===== src/rtl/collect_data_49_if.sv =====
// collect_data_49_if: router packet inputs, step key and display outputs of the collector
interface collect_data_49_if #(
    parameter int N_ROUTERS = 49,
    parameter int PKT_W     = 13
);
    logic [N_ROUTERS-1:0][PKT_W-1:0] in_router;
    logic                            key_next;
    logic [6:0]                      hex_router;
    logic [6:0]                      hex_step1;
    logic [6:0]                      hex_step2;
    logic                            disp_valid;
    logic [3:0]                      fifo_count;
    logic                            led_lost;
    modport master (
        output in_router, key_next,
        input  hex_router, hex_step1, hex_step2, disp_valid, fifo_count, led_lost
    );
    modport slave (
        input  in_router, key_next,
        output hex_router, hex_step1, hex_step2, disp_valid, fifo_count, led_lost
    );
endinterface


===== src/rtl/collect_data_49.sv =====
// collect_data_49: captures newly delivered router packets into a FIFO and shows them one by one on 7-segment displays
module collect_data_49 #(
    parameter int N_ROUTERS  = 49,
    parameter int PKT_W      = 13,
    parameter int IDX_W      = 6,
    parameter int FIFO_DEPTH = 8
) (
    input logic              clk,
    input logic              rst_n,
    collect_data_49_if.slave bus
);
    localparam int PW = PKT_W - 1;
    localparam int EW = IDX_W + PW;
    localparam int AW = $clog2(FIFO_DEPTH);
    localparam int CW = AW + 1;

    logic [N_ROUTERS-1:0] prev_valid_q, prev_valid_d, pending_q, pending_d;
    logic [PW-1:0]        prev_payload_q [N_ROUTERS];
    logic [PW-1:0]        prev_payload_d [N_ROUTERS];
    logic [PW-1:0]        slot_q [N_ROUTERS];
    logic [PW-1:0]        slot_d [N_ROUTERS];
    logic [EW-1:0]        mem_q [FIFO_DEPTH];
    logic [EW-1:0]        mem_d [FIFO_DEPTH];
    logic [IDX_W-1:0]     ptr_q, ptr_d;
    logic [AW-1:0]        wr_q, wr_d, rd_q, rd_d;
    logic [CW-1:0]        count_q, count_d;
    logic [EW-1:0]        disp_q, disp_d;
    logic                 disp_valid_q, disp_valid_d;
    logic                 led_lost_q, led_lost_d;
    logic                 key_q, key_d;
    logic [6:0]           hex_router_q, hex_router_d;
    logic [6:0]           hex_step1_q, hex_step1_d;
    logic [6:0]           hex_step2_q, hex_step2_d;
    logic                 push, pop, new_pkt, sel;

    function automatic logic [6:0] seg(input logic [5:0] v);
        case (v)
            6'd0:    return 7'h40;
            6'd1:    return 7'h79;
            6'd2:    return 7'h24;
            6'd3:    return 7'h30;
            6'd4:    return 7'h19;
            6'd5:    return 7'h12;
            6'd6:    return 7'h02;
            6'd7:    return 7'h78;
            6'd8:    return 7'h00;
            6'd9:    return 7'h10;
            default: return 7'h7F;
        endcase
    endfunction

    // detect arrivals, scan pending slots into the FIFO, pop on key edge, encode display
    always_comb begin
        push = pending_q[ptr_q] && count_q != CW'(FIFO_DEPTH);
        pop = bus.key_next && !key_q && count_q != '0;
        new_pkt = 1'b0;
        sel = 1'b0;
        prev_valid_d = '0;
        pending_d = pending_q;
        led_lost_d = led_lost_q;
        for (int i = 0; i < N_ROUTERS; i++) begin
            new_pkt = bus.in_router[i][PW] && (!prev_valid_q[i] || bus.in_router[i][PW-1:0] != prev_payload_q[i]);
            sel = push && ptr_q == IDX_W'(i);
            prev_valid_d[i] = bus.in_router[i][PW];
            prev_payload_d[i] = bus.in_router[i][PW-1:0];
            slot_d[i] = new_pkt ? bus.in_router[i][PW-1:0] : slot_q[i];
            pending_d[i] = new_pkt || (pending_q[i] && !sel);
            led_lost_d = led_lost_d || (new_pkt && pending_q[i] && !sel);
        end
        for (int j = 0; j < FIFO_DEPTH; j++)
            mem_d[j] = (push && wr_q == AW'(j)) ? {ptr_q, slot_q[ptr_q]} : mem_q[j];
        ptr_d = ptr_q == IDX_W'(N_ROUTERS - 1) ? '0 : ptr_q + IDX_W'(1);
        wr_d = wr_q + AW'(push);
        rd_d = rd_q + AW'(pop);
        count_d = count_q + CW'(push) - CW'(pop);
        key_d = bus.key_next;
        disp_d = pop ? mem_q[rd_q] : disp_q;
        disp_valid_d = disp_valid_q || pop;
        hex_router_d = disp_valid_d ? seg(disp_d[EW-1:PW]) : 7'h7F;
        hex_step1_d = disp_valid_d ? seg(disp_d[PW-1:PW/2]) : 7'h7F;
        hex_step2_d = disp_valid_d ? seg(disp_d[PW/2-1:0]) : 7'h7F;
    end

    // control state with synchronous active-low reset
    always_ff @(posedge clk) begin
        if (!rst_n) begin
            prev_valid_q <= '0;
            prev_payload_q <= '{default: '0};
            pending_q <= '0;
            ptr_q <= '0;
            wr_q <= '0;
            rd_q <= '0;
            count_q <= '0;
            disp_q <= '0;
            disp_valid_q <= 1'b0;
            led_lost_q <= 1'b0;
            key_q <= 1'b0;
            hex_router_q <= 7'h7F;
            hex_step1_q <= 7'h7F;
            hex_step2_q <= 7'h7F;
        end else begin
            prev_valid_q <= prev_valid_d;
            prev_payload_q <= prev_payload_d;
            pending_q <= pending_d;
            ptr_q <= ptr_d;
            wr_q <= wr_d;
            rd_q <= rd_d;
            count_q <= count_d;
            disp_q <= disp_d;
            disp_valid_q <= disp_valid_d;
            led_lost_q <= led_lost_d;
            key_q <= key_d;
            hex_router_q <= hex_router_d;
            hex_step1_q <= hex_step1_d;
            hex_step2_q <= hex_step2_d;
        end
    end

    // payload storage, only meaningful when flagged by pending or FIFO count
    always_ff @(posedge clk) begin
        slot_q <= slot_d;
        mem_q <= mem_d;
    end

    assign bus.hex_router = hex_router_q;
    assign bus.hex_step1  = hex_step1_q;
    assign bus.hex_step2  = hex_step2_q;
    assign bus.disp_valid = disp_valid_q;
    assign bus.fifo_count = count_q;
    assign bus.led_lost   = led_lost_q;
endmodule

===== src/flat_wrapper.sv =====
// flat-port wrapper written by rule: the top's interface ports become plain ports
module collect_data_49_flat 
#(
    parameter int N_ROUTERS  = 49,
    parameter int PKT_W      = 13,
    parameter int IDX_W      = 6,
    parameter int FIFO_DEPTH = 8
)
  (clk, rst_n, bus_in_router, bus_key_next, bus_hex_router, bus_hex_step1, bus_hex_step2, bus_disp_valid, bus_fifo_count, bus_led_lost);
  collect_data_49_if #(.N_ROUTERS(N_ROUTERS), .PKT_W(PKT_W)) bus_i ();
  input logic clk;
  input logic rst_n;
  input wire logic [$bits(bus_i.in_router)-1:0] bus_in_router;
  input wire logic [$bits(bus_i.key_next)-1:0] bus_key_next;
  output wire logic [$bits(bus_i.hex_router)-1:0] bus_hex_router;
  output wire logic [$bits(bus_i.hex_step1)-1:0] bus_hex_step1;
  output wire logic [$bits(bus_i.hex_step2)-1:0] bus_hex_step2;
  output wire logic [$bits(bus_i.disp_valid)-1:0] bus_disp_valid;
  output wire logic [$bits(bus_i.fifo_count)-1:0] bus_fifo_count;
  output wire logic [$bits(bus_i.led_lost)-1:0] bus_led_lost;
  assign bus_i.in_router = bus_in_router;
  assign bus_i.key_next = bus_key_next;
  assign bus_hex_router = bus_i.hex_router;
  assign bus_hex_step1 = bus_i.hex_step1;
  assign bus_hex_step2 = bus_i.hex_step2;
  assign bus_disp_valid = bus_i.disp_valid;
  assign bus_fifo_count = bus_i.fifo_count;
  assign bus_led_lost = bus_i.led_lost;
  collect_data_49 #(.N_ROUTERS(N_ROUTERS), .PKT_W(PKT_W), .IDX_W(IDX_W), .FIFO_DEPTH(FIFO_DEPTH)) u_core (.clk(clk), .rst_n(rst_n), .bus(bus_i));
endmodule

===== config.mk =====
export PLATFORM = sky130hd
export DESIGN_NAME = collect_data_49_flat
export DESIGN_NICKNAME = d
export VERILOG_FILES = /design/src/rtl/collect_data_49_if.sv /design/src/rtl/collect_data_49.sv /design/src/flat_wrapper.sv
export SDC_FILE = /design/constraint.sdc
export NUM_CORES = 2
export LEC_CHECK = 0
export ABC_AREA = 1
export BUFFER_PORTS_ARGS = -buffer_cell sky130_fd_sc_hd__buf_2
export CORE_MARGIN = 2
export CORE_UTILIZATION = 55
export DETAILED_ROUTE_END_ITERATION = 12
export HOLD_SLACK_MARGIN = 0.06
export PLACE_DENSITY = 0.86
export SYNTH_ARGS = -nofsm -noshare
export SYNTH_HDL_FRONTEND = slang
export SYNTH_SLANG_ARGS = --single-unit

===== constraint.sdc =====
create_clock -name clk -period 4.7 [get_ports clk]
set_clock_uncertainty 0.15 [all_clocks]
set_input_delay 0.47 -clock clk [delete_from_list [all_inputs] [get_ports clk]]
set_output_delay 0.47 -clock clk [all_outputs]
set_load 0.01 [all_outputs]

==> out/qor.txt, run 1 <==
Status = stopped before the end
Stopped at = global routing
Tool error = [ERROR GRT-0116] Global routing finished with congestion. Check the congestion regions in the DRC Viewer.
Die Ht = 335 µm
Post_cts resized = 0
Mapped Avg Cell Area = 9.30 µm²
Vias in the first global route = 59300
GRT Total Usage = 47.2%
Initial core utilization = 55.4%
I/O Pins = 667
Mux cell area share after synthesis = 0.466%
Synth Area in Compound Gates = 10.2%
Yosys warnings = 0
Net Count, Synth = 7137
GPL Wtd Cong = 1.01
#FFs+latches synth = 1476
Sequential element share of the synthesized area = 61.3%
Root buffer cell = clkbuf_16
Clk sinks = 1476
Mapped cell area = 60200 µm²
DP Wirelength = 133000 µm
Grt total ovfl = 15
Row cnt = 121
Number of synthesized flops with an enable pin = 732
Cells after synthesis = 6467
Area leader, netlist = edfxtp_1
Xor/xnor share of the synthesized area = 2.85%
H-tree depth = 4
Library cells used by synthesis = 46
IO buf count = 666
Largest family of logic cells by synthesized area = simple AND/OR/NAND/NOR gates
Die X = 335 µm
Ys flop type = dfxtp_1
Async S/R FF share, synth = 0%
Simple-gate share of the synthesized area = 15.2%
Share of the synthesized area in the top cell type = 36.5%
Synth area leaders = edfxtp_1 (37%), dfxtp_1 (25%), nand2_1 (8.1%), inv_1 (7.5%), nor2_1 (4.0%)
Cts hold-fix bufs = 638
Post-CTS Setup Bufs = 0
CTS Buffer Depth = 3
First-pass GRT wire length = 377000 µm
CTS Buf Count = 147
Post-synthesis adder-cell area fraction = 0.636%
Largest net degree at the start of global routing = 172
==> per-stage QoR <==
step                worst slack, ns  cell area [µm²]  hold WS [ns]  util [%]  cells
floorplan                      1.57            60200         0.290         -   6467
global placement               1.13            64800         0.300      59.6   8353
detailed placement             1.02            64800         0.302      59.6   8353
CTS                            1.02            75900        0.0700      69.9   9264
==> layer usage <==
layer	GRT usage (%)	overflow
met5	7.47	0
met4	35.7	4
met3	28.6	1
met2	66.4	10
met1	51.2	0
==> synth_stat cells, types with 8 or more instances <==
| library cell | n |
|---|---|
| nand2_1 | 1300 |
| inv_1 | 1210 |
| dfxtp_1 | 744 |
| edfxtp_1 | 732 |
| nor2_1 | 645 |
| o21ai_0 | 423 |
| o22ai_1 | 259 |
| clkbuf_1 | 194 |
| nand3_1 | 136 |
| xnor2_1 | 133 |
| a22o_1 | 86 |
| a21oi_1 | 74 |
| xor2_1 | 63 |
| nand4_1 | 56 |
| nor3_1 | 53 |
| o221ai_1 | 40 |
| or2_2 | 37 |
| a221oi_1 | 33 |
| buf_2 | 32 |
| ha_1 | 29 |
| mux2i_1 | 28 |
| nor4_1 | 27 |
| a211oi_1 | 18 |
| nand3b_1 | 14 |
| o211ai_1 | 14 |
| o21a_1 | 13 |
| o2111ai_1 | 10 |
| inv_2 | 9 |
| o21ai_1 | 8 |
| o32ai_1 | 8 |
==> kinds of logic after synthesis <==
kind of cell	after synthesis
buffers and inverters	1462
AOI/OAI and AO/OA	1000
DFF	1476
muxes	28
and+or+nand+nor	2275
adders and majority gates	30
xor gates and xnor gates	196
==> run 2: changes to the inputs <==
- CORE_UTILIZATION: 55 -> 40
- HOLD_SLACK_MARGIN: 0.06 -> default
- PLACE_DENSITY: 0.86 -> default
- PLACE_DENSITY_LB_ADDON: default -> 0.15
==> run 2 against run 1 <==
Effect of this change: the flow now finishes without violations; synthesized cell count unchanged; synthesized area stayed put.
==> out/qor.txt, run 2 <==
Mapped cell area = 60200 µm² (unchanged)
Final ANT Viol Nets = 0
Crit path DAT = 4.28 ns
Layout area overhead = 28.8%
Slew @ Worst Pin = 1.06 ns
Worst R2R Path Depth = 12
Yosys warnings = 0 (unchanged)
IO buf count = 666 (unchanged)
Cells after synthesis = 6467 (unchanged)
CTS Buffer Depth = 3 (unchanged)
Routed vias = 48700
Placeable Area = 150000 µm²
H-tree depth = 4 (unchanged)
Worst-path clk slew = 0.06 ns
Iter 0 DRT Violations = 4103
Async S/R FF share, synth = 0% (unchanged)
End of the worst register-to-register path = u_core.mem_q[100]
Number of synthesized flops with an enable pin = 732 (unchanged)
Final Cycle Share = 85.1%
#FFs+latches synth = 1476 (unchanged)
Cell with the most instances after synthesis = nand2_1 (unchanged)
Status = completed (was stopped before the end)
Hold Path Class = in2reg
Setup slack, reg-to-reg = 0.70 ns
Critical path fanouts, max = 43
WL final = 200000 µm
Layout cells sized above 1 = 13.1%
Top Registers = u_core.prev_payload_q: 588 flops, u_core.slot_q: 588 flops, u_core.mem_q: 144 flops
Commonest non-fill, non-tap cell in the layout = nand2_1
Ys flop type = dfxtp_1 (unchanged)
Most frequent cells in the layout = nand2_1 (1300), inv_1 (1210), dfxtp_1 (740), edfxtp_1 (732), buf_2 (665)
Critical path class = reg2reg
PwrDens = 419 nW/µm²
Synth area leaders = edfxtp_1 (37%), dfxtp_1 (25%), nand2_1 (8.1%), inv_1 (7.5%), nor2_1 (4.0%) (unchanged)
Setup ws final = 0.702 ns
CP startpoint = u_core.ptr_q[3]
RR Startpoint = u_core.ptr_q[3]
Rel. slew slack = 29.0%
Routed len/inst = 20.1 µm
Worst Path Required = 4.98 ns
Pleak = 35.8 nW
I/O Pins = 667 (unchanged)
Pre-CTS WS = 0.778 ns (was 1.02 ns)
Worst Hold Launch = bus_in_router[168]
CTS tree = done
Drt pass-1 iters = 6
F_max = 250 MHz
Initial core utilization = 40.2% (was 55.4%)
Hold Crit Depth = 4
Row cnt = 142 (was 121)
Post-synth top cells = nand2_1 (1300), inv_1 (1210), dfxtp_1 (744), edfxtp_1 (732), nor2_1 (645) (unchanged)
Max cap viols = 0
Min-Delay Endpoint = u_core.prev_valid_q[12]
Largest net degree at the start of global routing = 182
Net Count, Synth = 7137 (unchanged)
Critical Path End Type = flop
Mapped Avg Cell Area = 9.30 µm² (unchanged)
First-pass GRT wire length = 290000 µm
Unrepaired setup endpoints after global routing = false
GRT Total Usage = 25.4%
Startpoint class of the critical path = flop
Post-CTS Setup Bufs = 0 (unchanged)
Die X = 392 µm (was 335 µm)
Area leader, netlist = edfxtp_1 (unchanged)
Nets = 8421
DR vias/cell = 4.90
Die area = 154000 µm²
Sequential element share of the synthesized area = 61.3% (unchanged)
Setup violators final = 0
Vias in the first global route = 47100
DRC = 0
CTS Buf Count = 163 (was 147)
Root buffer cell = clkbuf_16 (unchanged)
GPL Wtd Cong = 0.908 (was 1.01)
Clk_lat worst skew = 0.80 ns
Setup TNS = 0 ns
Share of the synthesized area in the top cell type = 36.5% (unchanged)
Clk sinks = 1476 (unchanged)
Library cells used by synthesis = 46 (unchanged)
Final hold vios = 0
Tmin final = 4.00 ns
Slew Viols, Final = 0
Die Ht = 392 µm (was 335 µm)
Grt total ovfl = 0
Peak supply drop = 0.293 mV
DP Wirelength = 144000 µm (was 133000 µm)
Initial antenna violation count = 38
==> run 2: cell counts after synthesis <==
Identical to the previous run, type by type.
==> run 2: worst max-delay path by stage <==
| stage | endpoint | slack [ns] | depth (start not counted) |
|---|---|---|---|
| 2_1_floorplan | u_core.mem_q[126] | 1.57 | 15 |
| 3_3_place_gp | u_core.bus.fifo_count[2] | 0.77 | 15 |
| 3_5_place_dp | u_core.bus.fifo_count[2] | 0.78 | 15 |
| 4_1_cts | u_core.mem_q[100] | 0.78 | 12 |
| 5_1_grt | u_core.mem_q[71] | 0.50 | 13 |
| 6_report | u_core.mem_q[100] | 0.70 | 12 |
==> run 2: kinds of logic after synthesis <==
family	after synthesis	synth area share [%]
compound gates	1000	10.2
xor+xnor	196	2.85
fa+ha+maj	30	0.636
buf+inv	1462	9.30
flops	1476	61.3
mux	28	0.466
simple gates	2275	15.2
==> run 2: critical path, stage by stage, from the launching register on <==
cell and delay (ns):
dfxtp_1 0.67, inv_2 0.12, nor2_4 0.78, nand2_1 0.14, nand2_1 0.10, nor2_1 0.04, nor2_1 0.08, nor2_1 0.07
nand2_4 0.40, nand2_2 0.26, or2_2 0.38, nor2_1 0.12, buf_4 0.32
==> run 2: repair_timing <==
item	CTS	global route
hold endpoints to repair	1245	0
hold buffers	641	0
resized for setup	0	0
==> run 2: where the power goes <==
group | internal, mW | leakage [nW] | total (mW) | switching, mW
sequential | 14.6 | 13.3 | 15.0 | 0.432
clock | 7.48 | 2.64 | 12.9 | 5.38
combinational | 1.69 | 19.8 | 4.61 | 2.92
==> run 2: metal layers <==
metal,vias to the layer above,global-route usage [%],part of all wire [%]
met2,1786,41.9,48
met5,-,0,0.045
li1,23500,-,-
met1,22900,32.7,42
met3,474,3.76,6.0
met4,14,12.3,4.9
==> run 2: stage by stage <==
stage | power, mW | cells | util, % | area, µm² | hold slack (ns)
2_1_floorplan | 17.5 | 6467 | - | 60200 | 0.290
5_1_grt | 33.7 | 9935 | 51.8 | 77500 | 0.243
6_report | 32.5 | 9937 | 51.8 | 77500 | 0.265
3_3_place_gp | 19.3 | 8961 | 43.8 | 65600 | 0.301
4_1_cts | 32.7 | 9906 | 51.7 | 77400 | 0.211
3_5_place_dp | 19.4 | 8961 | 43.8 | 65600 | 0.305
==> run 2: final cells by class <==
class / instances / area (µm²)
Fill cell: 13700 / 72100
Inverter: 1221 / 4590
Timing Repair Buffer: 1360 / 10200
Sequential cell: 1476 / 36900
Tap cell: 2016 / 2520
Clock inverter: 89 / 947
Antenna cell: 31 / 77.6
Clock buffer: 215 / 4450
Multi-Input combinational cell: 3529 / 17800
(Power assumes the default switching activity.)
